**config.mk**
```make
export PLATFORM = sky130hd
export DESIGN_NAME = debounce_bank
export DESIGN_NICKNAME = d
export VERILOG_FILES = /design/src/rtl/debounce_pkg.sv /design/src/rtl/debounce_channel.sv /design/src/rtl/debounce_bank.sv
export SDC_FILE = /design/constraint.sdc
export NUM_CORES = 1
export LEC_CHECK = 0
export CAP_MARGIN = 20
export CORE_MARGIN = 2
export CORE_UTILIZATION = 60
export CTS_CLUSTER_SIZE = 14
export DETAILED_ROUTE_END_ITERATION = 8
export GPL_ROUTABILITY_DRIVEN = 0
export PLACE_DENSITY = 0.82
export SETUP_SLACK_MARGIN = 0.1
export SYNTH_ARGS = -nofsm -noshare
export SYNTH_HDL_FRONTEND = slang
export SYNTH_SLANG_ARGS = --single-unit
```
**constraint.sdc**
```tcl
create_clock -name dbClk -period 5.3 [get_ports dbClk]
set_input_delay 1.325 -clock dbClk [delete_from_list [all_inputs] [get_ports dbClk]]
set_output_delay 1.325 -clock dbClk [all_outputs]
set_load 0.05 [all_outputs]
```
**src/rtl/debounce_pkg.sv**
```systemverilog
// Shared definitions for the debounce bank: per-channel state type and its fixed 2-bit encodings.
package debounce_pkg;

   localparam logic [1:0] ST_IDLE       = 2'b00;
   localparam logic [1:0] ST_PRESS_PEND = 2'b01;
   localparam logic [1:0] ST_HELD       = 2'b11;
   localparam logic [1:0] ST_REL_PEND   = 2'b10;

   typedef enum logic [1:0] {
      IDLE       = ST_IDLE,
      PRESS_PEND = ST_PRESS_PEND,
      HELD       = ST_HELD,
      REL_PEND   = ST_REL_PEND
   } chanState_t;

endpackage

```
**src/rtl/debounce_channel.sv**
```systemverilog
// One button channel: 2-flop synchroniser, tick-driven debounce FSM and event pulses.
// Auto-repeat is built only when DEBOUNCE_BANK_REPEAT_EN is defined.
module debounce_channel
   import debounce_pkg::*;
#(
   parameter int STABLE_TICKS  = 4,
   parameter int REPEAT_DELAY  = 500,
   parameter int REPEAT_PERIOD = 100
) (
   input  logic dbClk,
   input  logic dbRst,
   input  logic tick,
   input  logic buttonIn,
   output logic level,
   output logic pressPulse,
   output logic releasePulse,
   output logic repeatPulse
);

   localparam int CNT_W = $clog2(STABLE_TICKS + 1);
   localparam logic [CNT_W-1:0] CNT_MAX = CNT_W'(STABLE_TICKS);

   if (STABLE_TICKS < 1 || REPEAT_PERIOD < 1 || REPEAT_PERIOD > REPEAT_DELAY) begin : gBadConfig
      $error("debounce_channel: invalid STABLE_TICKS / REPEAT_DELAY / REPEAT_PERIOD");
   end

   logic syncA;
   logic syncB;
   chanState_t state;
   logic [CNT_W-1:0] stableCnt;
   logic [CNT_W-1:0] nextCnt;

   always_ff @(posedge dbClk) begin
      if (!dbRst) begin
         syncA <= 1'b0;
         syncB <= 1'b0;
      end else begin
         syncA <= buttonIn;
         syncB <= syncA;
      end
   end

   // Saturating agreement count; acceptance happens on the tick that makes it reach CNT_MAX.
   assign nextCnt = (stableCnt == CNT_MAX) ? CNT_MAX : stableCnt + 1'b1;

   always_ff @(posedge dbClk) begin
      if (!dbRst) begin
         state        <= IDLE;
         stableCnt    <= '0;
         level        <= 1'b0;
         pressPulse   <= 1'b0;
         releasePulse <= 1'b0;
      end else begin
         pressPulse   <= 1'b0;
         releasePulse <= 1'b0;
         if (tick) begin
            unique case (state)
               IDLE, PRESS_PEND: begin
                  if (!syncB) begin
                     state     <= IDLE;
                     stableCnt <= '0;
                  end else if (nextCnt == CNT_MAX) begin
                     state      <= HELD;
                     stableCnt  <= '0;
                     level      <= 1'b1;
                     pressPulse <= 1'b1;
                  end else begin
                     state     <= PRESS_PEND;
                     stableCnt <= nextCnt;
                  end
               end
               HELD, REL_PEND: begin
                  if (syncB) begin
                     state     <= HELD;
                     stableCnt <= '0;
                  end else if (nextCnt == CNT_MAX) begin
                     state        <= IDLE;
                     stableCnt    <= '0;
                     level        <= 1'b0;
                     releasePulse <= 1'b1;
                  end else begin
                     state     <= REL_PEND;
                     stableCnt <= nextCnt;
                  end
               end
            endcase
         end
      end
   end

`ifdef DEBOUNCE_BANK_REPEAT_EN
   localparam int REP_W = $clog2(REPEAT_DELAY + 1);
   localparam logic [REP_W-1:0] REP_FIRST  = REP_W'(REPEAT_DELAY);
   localparam logic [REP_W-1:0] REP_RELOAD = REP_W'(REPEAT_DELAY - REPEAT_PERIOD);

   logic [REP_W-1:0] repCnt;
   logic [REP_W-1:0] repNext;

   assign repNext = repCnt + 1'b1;

   // Reloading to DELAY-PERIOD after each pulse makes later repeats land every PERIOD ticks.
   always_ff @(posedge dbClk) begin
      if (!dbRst) begin
         repCnt      <= '0;
         repeatPulse <= 1'b0;
      end else begin
         repeatPulse <= 1'b0;
         if (state != HELD) begin
            repCnt <= '0;
         end else if (tick && syncB) begin
            if (repNext == REP_FIRST) begin
               repeatPulse <= 1'b1;
               repCnt      <= REP_RELOAD;
            end else begin
               repCnt <= repNext;
            end
         end
      end
   end
`else
   assign repeatPulse = 1'b0;
`endif

endmodule

```
**src/rtl/debounce_bank.sv**
```systemverilog
// Bank of independent debounced buttons sharing one sample-tick prescaler.
// Define DEBOUNCE_BANK_REPEAT_EN to enable auto-repeat pulses on dbRepeat.
module debounce_bank
   import debounce_pkg::*;
#(
   parameter int CHANNELS      = 4,
   parameter int CLK_HZ        = 50_000_000,
   parameter int TICK_HZ       = 1000,
   parameter int STABLE_TICKS  = 4,
   parameter int REPEAT_DELAY  = 500,
   parameter int REPEAT_PERIOD = 100
) (
   input  logic                dbClk,
   input  logic                dbRst,
   input  logic [CHANNELS-1:0] dbButtonIn,
   output logic [CHANNELS-1:0] dbLevel,
   output logic [CHANNELS-1:0] dbPress,
   output logic [CHANNELS-1:0] dbRelease,
   output logic [CHANNELS-1:0] dbRepeat
);

   localparam int DIV   = CLK_HZ / TICK_HZ;
   localparam int PRE_W = (DIV > 1) ? $clog2(DIV) : 1;
   localparam logic [PRE_W-1:0] PRE_LAST = PRE_W'(DIV - 1);

   if (CHANNELS < 1 || CHANNELS > 32 || DIV < 2 || (CLK_HZ % TICK_HZ) != 0) begin : gBadConfig
      $error("debounce_bank: invalid CHANNELS / CLK_HZ / TICK_HZ");
   end

   logic [PRE_W-1:0] preCnt;
   logic             tick;

   assign tick = (preCnt == PRE_LAST);

   always_ff @(posedge dbClk) begin
      if (!dbRst) begin
         preCnt <= '0;
      end else if (tick) begin
         preCnt <= '0;
      end else begin
         preCnt <= preCnt + 1'b1;
      end
   end

   for (genvar i = 0; i < CHANNELS; i++) begin : gChan
      debounce_channel #(
         .STABLE_TICKS (STABLE_TICKS),
         .REPEAT_DELAY (REPEAT_DELAY),
         .REPEAT_PERIOD(REPEAT_PERIOD)
      ) uChannel (
         .dbClk       (dbClk),
         .dbRst       (dbRst),
         .tick        (tick),
         .buttonIn    (dbButtonIn[i]),
         .level       (dbLevel[i]),
         .pressPulse  (dbPress[i]),
         .releasePulse(dbRelease[i]),
         .repeatPulse (dbRepeat[i])
      );
   end

endmodule

```
==> results.json, run 1 <==
{
  "status": "completed",
  "worstPathCellList": "clkdlybuf4s50_1",
  "fill_cells": 324,
  "drv_cap": 0,
  "dp_hpwl_mm": 2.99,
  "drv_slew": 0,
  "drive_gt1_frac": 0.0445,
  "grt_overflow": 0,
  "drt-wirelength-per-cell_um": 12.8,
  "end_kind": "output port",
  "synth-seq-cells": 52,
  "synth_edf_count": 0,
  "async_reset_ff_frac": 0,
  "yosys-top-cells-area": "dfxtp_1 (40%), xnor2_1 (5.8%), buf_4 (4.7%)",
  "r2r_end": "gChan[2].uChannel.pressPulse$_SDFF_PN0_",
  "cts_setup_buffers": 0,
  "ir_drop_uv": 207,
  "power_frac_clock": 0.350,
  "yosys.area.top_type": "dfxtp_1",
  "holdCritStartpoint": "gChan[0].uChannel.syncA$_SDFF_PN0_",
  "drtPass1Iterations": 4,
  "wl_met3_um": 115,
  "p_sw_frac": 0.217,
  "placementRows": 23,
  "max_freq_mhz": 355,
  "route.layer.met1.wl_mm": 1.99,
  "cp_top_family": "buffers and inverters",
  "critical_path_cell_count": 1,
  "syn_inst": 290,
  "cts_root_buf": "clkbuf_8",
  "htreeDepth": 2,
  "rr_worst_depth": 5,
  "p_int_uw": 511,
  "min_to": "gChan[0].uChannel.syncB$_SDFF_PN0_",
  "io_pins": 22,
  "arrival_ns": 1.49,
  "hp-class": "flop to flop",
  "chipWidth_um": 69.5,
  "period_minus_slack_ns": 2.82,
  "crit_slowest_cell": "clkdlybuf4s50_1",
  "ys_warn_count": 0,
  "drcViolationCount": 0,
  "tns_ns": 0,
  "chipHeight_um": 69.5,
  "startpoint_type": "flop",
  "combPwrFrac": 0.039,
  "r2r_setup_slack_ns": 2.78,
  "clk_latency_ns": 0.30,
  "route.met2.wl_mm": 2.19,
  "syn2layout_area_growth_pct": 6.75,
  "antenna_left": 0,
  "dieArea_sq_um": 4830,
  "worst_slew_pin_slew_ns": 1.04,
  "start_util": 0.635,
  "vias": 1963,
  "p_switching_uw": 142,
  "yosysMostFrequentCell": "dfxtp_1",
  "max_stage_delay_ns": 0.82,
  "drt_iter0_drc": 154,
  "required_ns": 3.97,
  "cts_buffer_depth": 2,
  "top_layer": "met4",
  "r2r-start": "preCnt[0]$_SDFF_PP0_",
  "synthFlopType": "dfxtp_1",
  "cts_tree": "yes",
  "postCtsHoldBufs": 0,
  "post-route-period-util": 0.532,
  "diodes": 0,
  "hold_viol": 0,
  "fin_nets": 306,
  "p_leak_nw": 0.953,
  "path_clk_slew_ns": 0.08,
  "utilization": 0.677,
  "synth.avg_cell_area_sq_um": 8.88,
  "seqPwrFrac": 0.611,
  "skew_ns": 0.00538,
  "avgViaCountPerCell": 5.74,
  "critPathKind": "flop to output port",
  "powerDensity_nw_per_um2": 238,
  "maxSlewHeadroom": 0.300,
  "syn_area_sq_um": 2570,
  "grt.total_usage": 0.190,
  "yosysSeqAreaShare": 0.404,
  "ys_top_cells_by_count": "dfxtp_1 (52), nor2_1 (23), nand2_1 (18)",
  "numPortBuffers": 17,
  "setup_viol": 0,
  "cts_resized": 0,
  "critPathBufInv": 1,
  "grt_pass1_wl_mm": 7.60,
  "grt_pass1_vias": 1807,
  "rsz0062_at_grt": "no",
  "cts.sink_count": 52,
  "wl_mm": 4.37,
  "yosys.cell_types.count": 39,
  "antenna_found_initial": 0,
  "cts_made_buffers": 5,
  "grt_max_degree": 28,
  "synth_top_area_share": 0.404,
  "crit_path_max_fanout": 3,
  "core_area_sq_um": 4060,
  "min_path_cells": 1
}
-- how the worst max path moves through the flow --
stage	start	slack (ns)	endpoint
2_1_floorplan	dbRst	3.09	gChan[1].uChannel.pressPulse$_SDFF_PN0_
3_3_place_gp	dbRst	2.41	gChan[3].uChannel.pressPulse$_SDFF_PN0_
3_5_place_dp	dbRst	2.34	gChan[2].uChannel.pressPulse$_SDFF_PN0_
4_1_cts	gChan[1].uChannel.level$_SDFFE_PN0P_	2.47	dbLevel[1]
5_1_grt	gChan[1].uChannel.level$_SDFFE_PN0P_	2.44	dbLevel[1]
6_report	gChan[1].uChannel.level$_SDFFE_PN0P_	2.48	dbLevel[1]
-- cell usage in the layout, fill, tap and decap left out, types with 2 or more instances in the layout --
| master | n |
|---|---|
| nand3_1 | 14 |
| conb_1 | 4 |
| dfxtp_1 | 52 |
| nor4b_1 | 4 |
| o21ai_0 | 4 |
| nand4b_1 | 3 |
| and3_1 | 7 |
| xor2_1 | 2 |
| nand3b_1 | 4 |
| or4bb_1 | 6 |
| buf_4 | 2 |
| nor2b_1 | 7 |
| clkbuf_8 | 6 |
| or4_4 | 2 |
| a21oi_1 | 10 |
| nand2b_1 | 2 |
| nor3b_1 | 4 |
| xnor2_1 | 17 |
| nor4_1 | 7 |
| nand2_1 | 18 |
| nor3_1 | 8 |
| clkbuf_1 | 2 |
| nor2_1 | 23 |
| inv_1 | 16 |
| o211ai_1 | 4 |
| ha_1 | 9 |
| and2_1 | 8 |
| clkdlybuf4s50_1 | 17 |
| o21a_1 | 8 |
| a21boi_0 | 7 |
| nand4_1 | 7 |
-- area by class of cell --
class | count | area, sq um | share of cell area
multi-input cells | 197 | 1310 | 0.477
repair buffers | 19 | 185 | 0.0674
clock buffers | 8 | 90.1 | 0.0328
inverters | 16 | 60.1 | 0.0218
flip-flops and latches | 52 | 1040 | 0.379
well taps | 50 | 62.6 | 0.0228
-- power groups by stage --
stage | sequential, mW | combinational, mW | clock, mW
global placement | 0.408 | 0.0249 | 0
CTS | 0.399 | 0.0253 | 0.234
global route | 0.400 | 0.0277 | 0.248
finish | 0.399 | 0.0252 | 0.229
detailed placement | 0.408 | 0.0251 | 0
floorplan | 0.407 | 0.0217 | 0
-- per-layer routing --
| metal | track usage | vias to the layer above |
|---|---|---|
| li1 | - | 986 |
| met5 | 0 | - |
| met1 | 0.230 | 938 |
| met2 | 0.334 | 32 |
| met3 | 0.0320 | 7 |
| met4 | 0.0741 | 0 |
-- logic make-up after synthesis --
group,Yosys count,share of synthesized area
xor gates and xnor gates,19,0.0646
and+or+nand+nor,125,0.285
adders and majority gates,9,0.0437
buffers and inverters,44,0.0914
other,1,0.00146
AOI/OAI and AO/OA,40,0.109
DFF,52,0.404
-- sequential cells by signal (all words and copies together) (netlist names) --
register,count
gChan.uChannel.releasePulse,4
gChan.uChannel.syncA,4
preCnt,16
gChan.uChannel.syncB,4
gChan.uChannel.level,4
gChan.uChannel.pressPulse,4
gChan.uChannel.stableCnt,12
gChan.uChannel.state,4
-- worst reg2reg max path: cells and delay by family, from the launching register on --
kind                     cells  cell delay, ns
AND/OR/NAND/NOR              4            1.86
flip-flops                   1            0.38
adder cells (fa/ha/maj)      1            0.20
-- metrics by stage --
stage / total power, mW / cell area (sq um) / hold slack (ns) / worst slack, ns / std cells
after floorplan: 0.429 / 2590 / 0.412 / 3.09 / 293
after global placement: 0.433 / 2660 / 0.416 / 2.41 / 334
after detailed placement: 0.433 / 2660 / 0.422 / 2.34 / 334
after CTS: 0.658 / 2750 / 0.446 / 2.47 / 342
after global routing: 0.675 / 2750 / 0.467 / 2.44 / 342
final: 0.653 / 2750 / 0.442 / 2.48 / 342
Note: power is estimated with default switching activity, not from simulation.
==> inputs of run 2 (changes only) <==
CORE_UTILIZATION = 57   (was 60)
PLACE_DENSITY = 0.79   (was 0.82)
clock period = 2.7 ns   (was 5.3 ns; I/O delays follow)
==> run 2 against run 1 <==
  * Sequential power increased by 96%
  * Worst setup slack got worse by 2.0 ns
  * Clock power increased by 97%
  * Highest routed layer unchanged
==> results.json, run 2 (synthesis gave the netlist of run 1 again) <==
{
  "status": "completed",
  "wl_mm": 4.30,
  "antenna_found_initial": 0,
  "drv_cap": 0,
  "chipWidth_um": 71.2,
  "drcViolationCount": 0,
  "drv_slew": 0,
  "clk_latency_ns": 0.30,
  "numPortBuffers": 17,
  "largest_register_ffs": 16,
  "mostFrequentLayoutCell": "dfxtp_1",
  "grt_overflow": 0,
  "p_leak_nw": 0.968,
  "min_path_cells": 1,
  "cts_root_buf": "clkbuf_8",
  "syn2layout_area_growth_pct": 7.73,
  "fin_nets": 309,
  "cts_buffer_depth": 2,
  "dp_hpwl_mm": 2.98,
  "avgViaCountPerCell": 5.51,
  "required_ns": 2.87,
  "rr_worst_depth": 4,
  "largest-register": "preCnt",
  "arrival_ns": 2.38,
  "postCtsHoldBufs": 0,
  "max_stage_delay_ns": 0.62,
  "tns_ns": 0,
  "ir_drop_uv": 311,
  "crit_slowest_cell": "or4_4",
  "dp_slack_ns": 0.497,
  "worstPathCellList": "or4_4 -> or4_4 -> nand2_1 -> nor2_1",
  "critPathKind": "flop to flop",
  "drtPass1Iterations": 4,
  "path_common_cell": "or4_4",
  "core_area_sq_um": 4350,
  "worst_slew_pin_slew_ns": 0.624,
  "cts_made_buffers": 5,
  "grt_pass1_wl_mm": 7.29,
  "skew_ns": 0.00821,
  "maxSlewHeadroom": 0.582,
  "drive_gt1_frac": 0.0542,
  "drt-wirelength-per-cell_um": 12.4,
  "hp-class": "flop to flop",
  "setup_viol": 0,
  "chipHeight_um": 71.2,
  "cts_resized": 0,
  "dieArea_sq_um": 5070,
  "grt.total_usage": 0.180,
  "rsz0062_at_grt": "no",
  "grt_max_degree": 23,
  "drt_iter0_drc": 53,
  "max_freq_mhz": 454,
  "start_util": 0.591,
  "hold_slack_ns": 0.443,
  "end_kind": "flop",
  "post-route-period-util": 0.816,
  "cts_tree": "yes",
  "hold_viol": 0,
  "placementRows": 24,
  "path_clk_slew_ns": 0.09,
  "grt_pass1_vias": 1649,
  "powerDensity_nw_per_um2": 462,
  "final_cell_mix": "dfxtp_1 (52), nor2_1 (23), nand2_1 (18), xnor2_1 (17), clkdlybuf4s50_1 (17)",
  "vias": 1912,
  "io_pins": 22,
  "startpoint_type": "flop",
  "crit_path_max_fanout": 15,
  "cts.sink_count": 52,
  "top_regs": "preCnt (16), gChan.uChannel.stableCnt (12)",
  "period_minus_slack_ns": 2.20,
  "diodes": 0,
  "cts_setup_buffers": 0,
  "htreeDepth": 2,
  "antenna_left": 0,
  "fin_ws_ns": 0.496
}
-- run 2: stage by stage --
step	power (mW)	std cells	utilization	instance area [sq um]
6_report	1.28	347	0.637	2770
4_1_cts	1.30	347	0.637	2770
3_3_place_gp	0.850	339	0.616	2680
3_5_place_dp	0.851	339	0.616	2680
2_1_floorplan	0.842	293	-	2590
5_1_grt	1.33	347	0.637	2770
-- run 2: layout make-up --
cell class | instances | area [sq um]
inverters | 16 | 60.1
repair buffers | 22 | 208
multi-input cells | 197 | 1310
well taps | 52 | 65.1
clock buffers | 8 | 90.1
fillers | 353 | 1580
flip-flops and latches | 52 | 1040
-- run 2: path summary, 6_finish.rpt --
| kind | start | end | slack [ns] |
|---|---|---|---|
| max | preCnt[4]$_SDFF_PP0_ | preCnt[6]$_SDFF_PP0_ | 0.50 |
| min | gChan[2].uChannel.syncA$_SDFF_PN0_ | gChan[2].uChannel.syncB$_SDFF_PN0_ | 0.44 |
| max reg2reg | preCnt[4]$_SDFF_PP0_ | preCnt[6]$_SDFF_PP0_ | 0.50 |
| min reg2reg | gChan[2].uChannel.syncA$_SDFF_PN0_ | gChan[2].uChannel.syncB$_SDFF_PN0_ | 0.44 |
-- run 2: metal layers --
layer / global-route usage / share of wire / vias to the layer above
met3: 0.0422 / 0.028 / 8
li1: - / - / 994
met2: 0.290 / 0.47 / 26
met1: 0.229 / 0.48 / 884
met5: 0 / 0 / -
met4: 0.0818 / 0.021 / 0
-- run 2: worst max-delay path: cells and delay by family (launching register included) --
family           cells  cell delay, ns
and+or+nand+nor      4            1.72
DFF                  1            0.35
-- run 2: where the power goes --
part | internal [mW] | switching (mW)
logic | 0.0197 | 0.0300
registers | 0.776 | 0.00769
clock network | 0.209 | 0.240
total | 1.00 | 0.278
==> inputs of run 3 (changes only) <==
CORE_UTILIZATION = 51   (was 57)
PLACE_DENSITY = 0.74   (was 0.79)
clock period = 1.8 ns   (was 2.7 ns; I/O delays follow)
==> run 3 against run 2 <==
  * The flow now finishes with violations (setup timing)
  * Highest routed layer unchanged
  * Wire length up 18%
  * Clock power up 52%
  * Critical endpoint is now gChan[1].uChannel.stableCnt[2]$_SDFFE_PN0N_
  * Worst hold slack worse by 0.0081 ns
  * Critical path type unchanged
  * Largest power group unchanged
  * Sequential cell count unchanged
==> results.json, run 3 (synthesis gave the netlist of run 1 again) <==
{
  "hp-class": "flop to flop",
  "start_util": 0.538,
  "critPathKind": "flop to flop",
  "utilization": 0.685,
  "period_minus_slack_ns": 2.01,
  "wl_met3_um": 132,
  "antenna_found_initial": 0,
  "drcViolationCount": 0,
  "ir_drop_uv": 351,
  "drv_cap": 0,
  "grt_pass1_wl_mm": 8.68,
  "crit_path_max_fanout": 6,
  "grt_max_degree": 43,
  "skew_ns": 0.0131,
  "path_common_cell": "or4_4",
  "p_switching_uw": 443,
  "fin_ws_ns": -0.210,
  "grt.total_usage": 0.204,
  "route.met2.wl_mm": 2.54,
  "top_regs": "preCnt (16), gChan.uChannel.stableCnt (12)",
  "drt-wirelength-per-cell_um": 13.0,
  "path_clk_slew_ns": 0.10,
  "required_ns": 2.04,
  "syn2layout_area_growth_pct": 27.4,
  "cp_top_family": "simple AND/OR/NAND/NOR gates",
  "violations": "setup timing",
  "largest_register_ffs": 16,
  "chipHeight_um": 75.1,
  "rsz0062_at_grt": "yes",
  "hold_viol": 0,
  "crit_slowest_cell": "or4_4",
  "p_int_mw": 1.52,
  "route.layer.met1.wl_mm": 2.34,
  "seqPwrFrac": 0.600,
  "numPortBuffers": 17,
  "final_cell_mix": "dfxtp_1 (45), buf_4 (35), nor2_1 (20), xnor2_1 (17), nand2_1 (17)",
  "io_pins": 22,
  "grt_overflow": 0,
  "p_leak_nw": 1.20,
  "drt_iter0_drc": 113,
  "powerDensity_nw_per_um2": 597,
  "mostFrequentLayoutCell": "dfxtp_1",
  "combPwrFrac": 0.051,
  "post-route-period-util": 1.12,
  "antenna_left": 0,
  "max_freq_mhz": 497,
  "dp_hpwl_mm": 3.13,
  "power_frac_clock": 0.350,
  "top_layer": "met4",
  "arrival_ns": 2.25,
  "cts_buffer_depth": 2,
  "cts_made_buffers": 5,
  "drtPass1Iterations": 4,
  "chipWidth_um": 75.1,
  "setup_viol": 43,
  "clk_latency_ns": 0.31,
  "dp_slack_ns": -0.178,
  "avgViaCountPerCell": 5.29,
  "postCtsHoldBufs": 0,
  "p_sw_frac": 0.226,
  "vias": 2063,
  "fin_nets": 337,
  "dieArea_sq_um": 5630,
  "htreeDepth": 2,
  "cts_tree": "yes",
  "drive_gt1_frac": 0.288,
  "worstPathCellList": "or4_4 -> or4_4 -> a2111o_1 -> a21boi_2",
  "end_kind": "flop",
  "max_stage_delay_ns": 0.58,
  "startpoint_type": "flop",
  "largest-register": "preCnt",
  "placementRows": 25,
  "cts_root_buf": "clkbuf_8",
  "wl_mm": 5.06,
  "core_area_sq_um": 4790,
  "critPathBufInv": 0,
  "drv_slew": 0,
  "hold_slack_ns": 0.435,
  "total_power_mw": 1.96,
  "grt_pass1_vias": 1969,
  "diodes": 0,
  "cts.sink_count": 52,
  "status": "finished with violations"
}
[run 3: cell count changes in the layout (fill, tap and decap cells not counted), moves of 5 or more]
cell             before  now
dfxtp_1              52   45
buf_4                 5   35
dfxtp_2               0    7
nand3_4               0    5
clkdlybuf4s50_1      17    5
nand3_1              14    5
[run 3: worst reg2reg max path, cell delays in order, from the launching register on]
cell and delay, ns:
dfxtp_2 0.33, or4_4 0.54, or4_4 0.58, a2111o_1 0.38
a21boi_2 0.13
[run 3: final cells by class]
| cell class | count | area (sq um) |
|---|---|---|
| multi-input cells | 197 | 1500 |
| well taps | 67 | 83.8 |
| repair buffers | 50 | 493 |
| flip-flops and latches | 52 | 1050 |
| clock buffers | 6 | 82.6 |
| clock inverters | 2 | 10.0 |
| inverters | 16 | 60.1 |
| fillers | 380 | 1510 |
[run 3: layer usage]
metal / vias up / global-route usage
met5: - / 0
met4: 0 / 0.0714
met3: 5 / 0.0562
met2: 18 / 0.357
met1: 987 / 0.240
li1: 1053 / -
[run 3: power groups by stage]
stage | clock, mW | combinational [mW] | sequential [mW]
final | 0.685 | 0.0990 | 1.17
after global routing | 0.752 | 0.109 | 1.18
after CTS | 0.708 | 0.0983 | 1.17
after detailed placement | 0 | 0.0921 | 1.20
after global placement | 0 | 0.0918 | 1.20
after floorplan | 0 | 0.0662 | 1.20
[run 3: stage by stage]
| step | instances | cell area, sq um | TNS [ns] |
|---|---|---|---|
| final | 390 | 3280 | -5.27 |
| after global routing | 390 | 3280 | -8.32 |
| after CTS | 390 | 3240 | -3.91 |
| after detailed placement | 374 | 2900 | -2.78 |
| after global placement | 374 | 2900 | -1.57 |
| after floorplan | 293 | 2640 | -2.56 |
[run 3: worst paths after layout]
| check | endpoint | slack [ns] | depth (start not counted) | from |
|---|---|---|---|---|
| worst max-delay path | gChan[1].uChannel.stableCnt[2]$_SDFFE_PN0N_ | -0.21 | 4 | preCnt[13]$_SDFF_PP0_ |
| worst min-delay path | gChan[3].uChannel.syncB$_SDFF_PN0_ | 0.43 | 1 | gChan[3].uChannel.syncA$_SDFF_PN0_ |
| worst max register to register | gChan[1].uChannel.stableCnt[2]$_SDFFE_PN0N_ | -0.21 | 4 | preCnt[13]$_SDFF_PP0_ |
| worst min register to register | gChan[3].uChannel.syncB$_SDFF_PN0_ | 0.43 | 1 | gChan[3].uChannel.syncA$_SDFF_PN0_ |
[run 3: what timing repair did]
item | in CTS | in global routing
pin swaps | 8 | 6
gates cloned | 3 | 0
hold endpoints to repair | 0 | 0
buffers inserted | 5 | 1
gates resized for setup | 30 | 13
setup endpoints to repair | 44 | 44
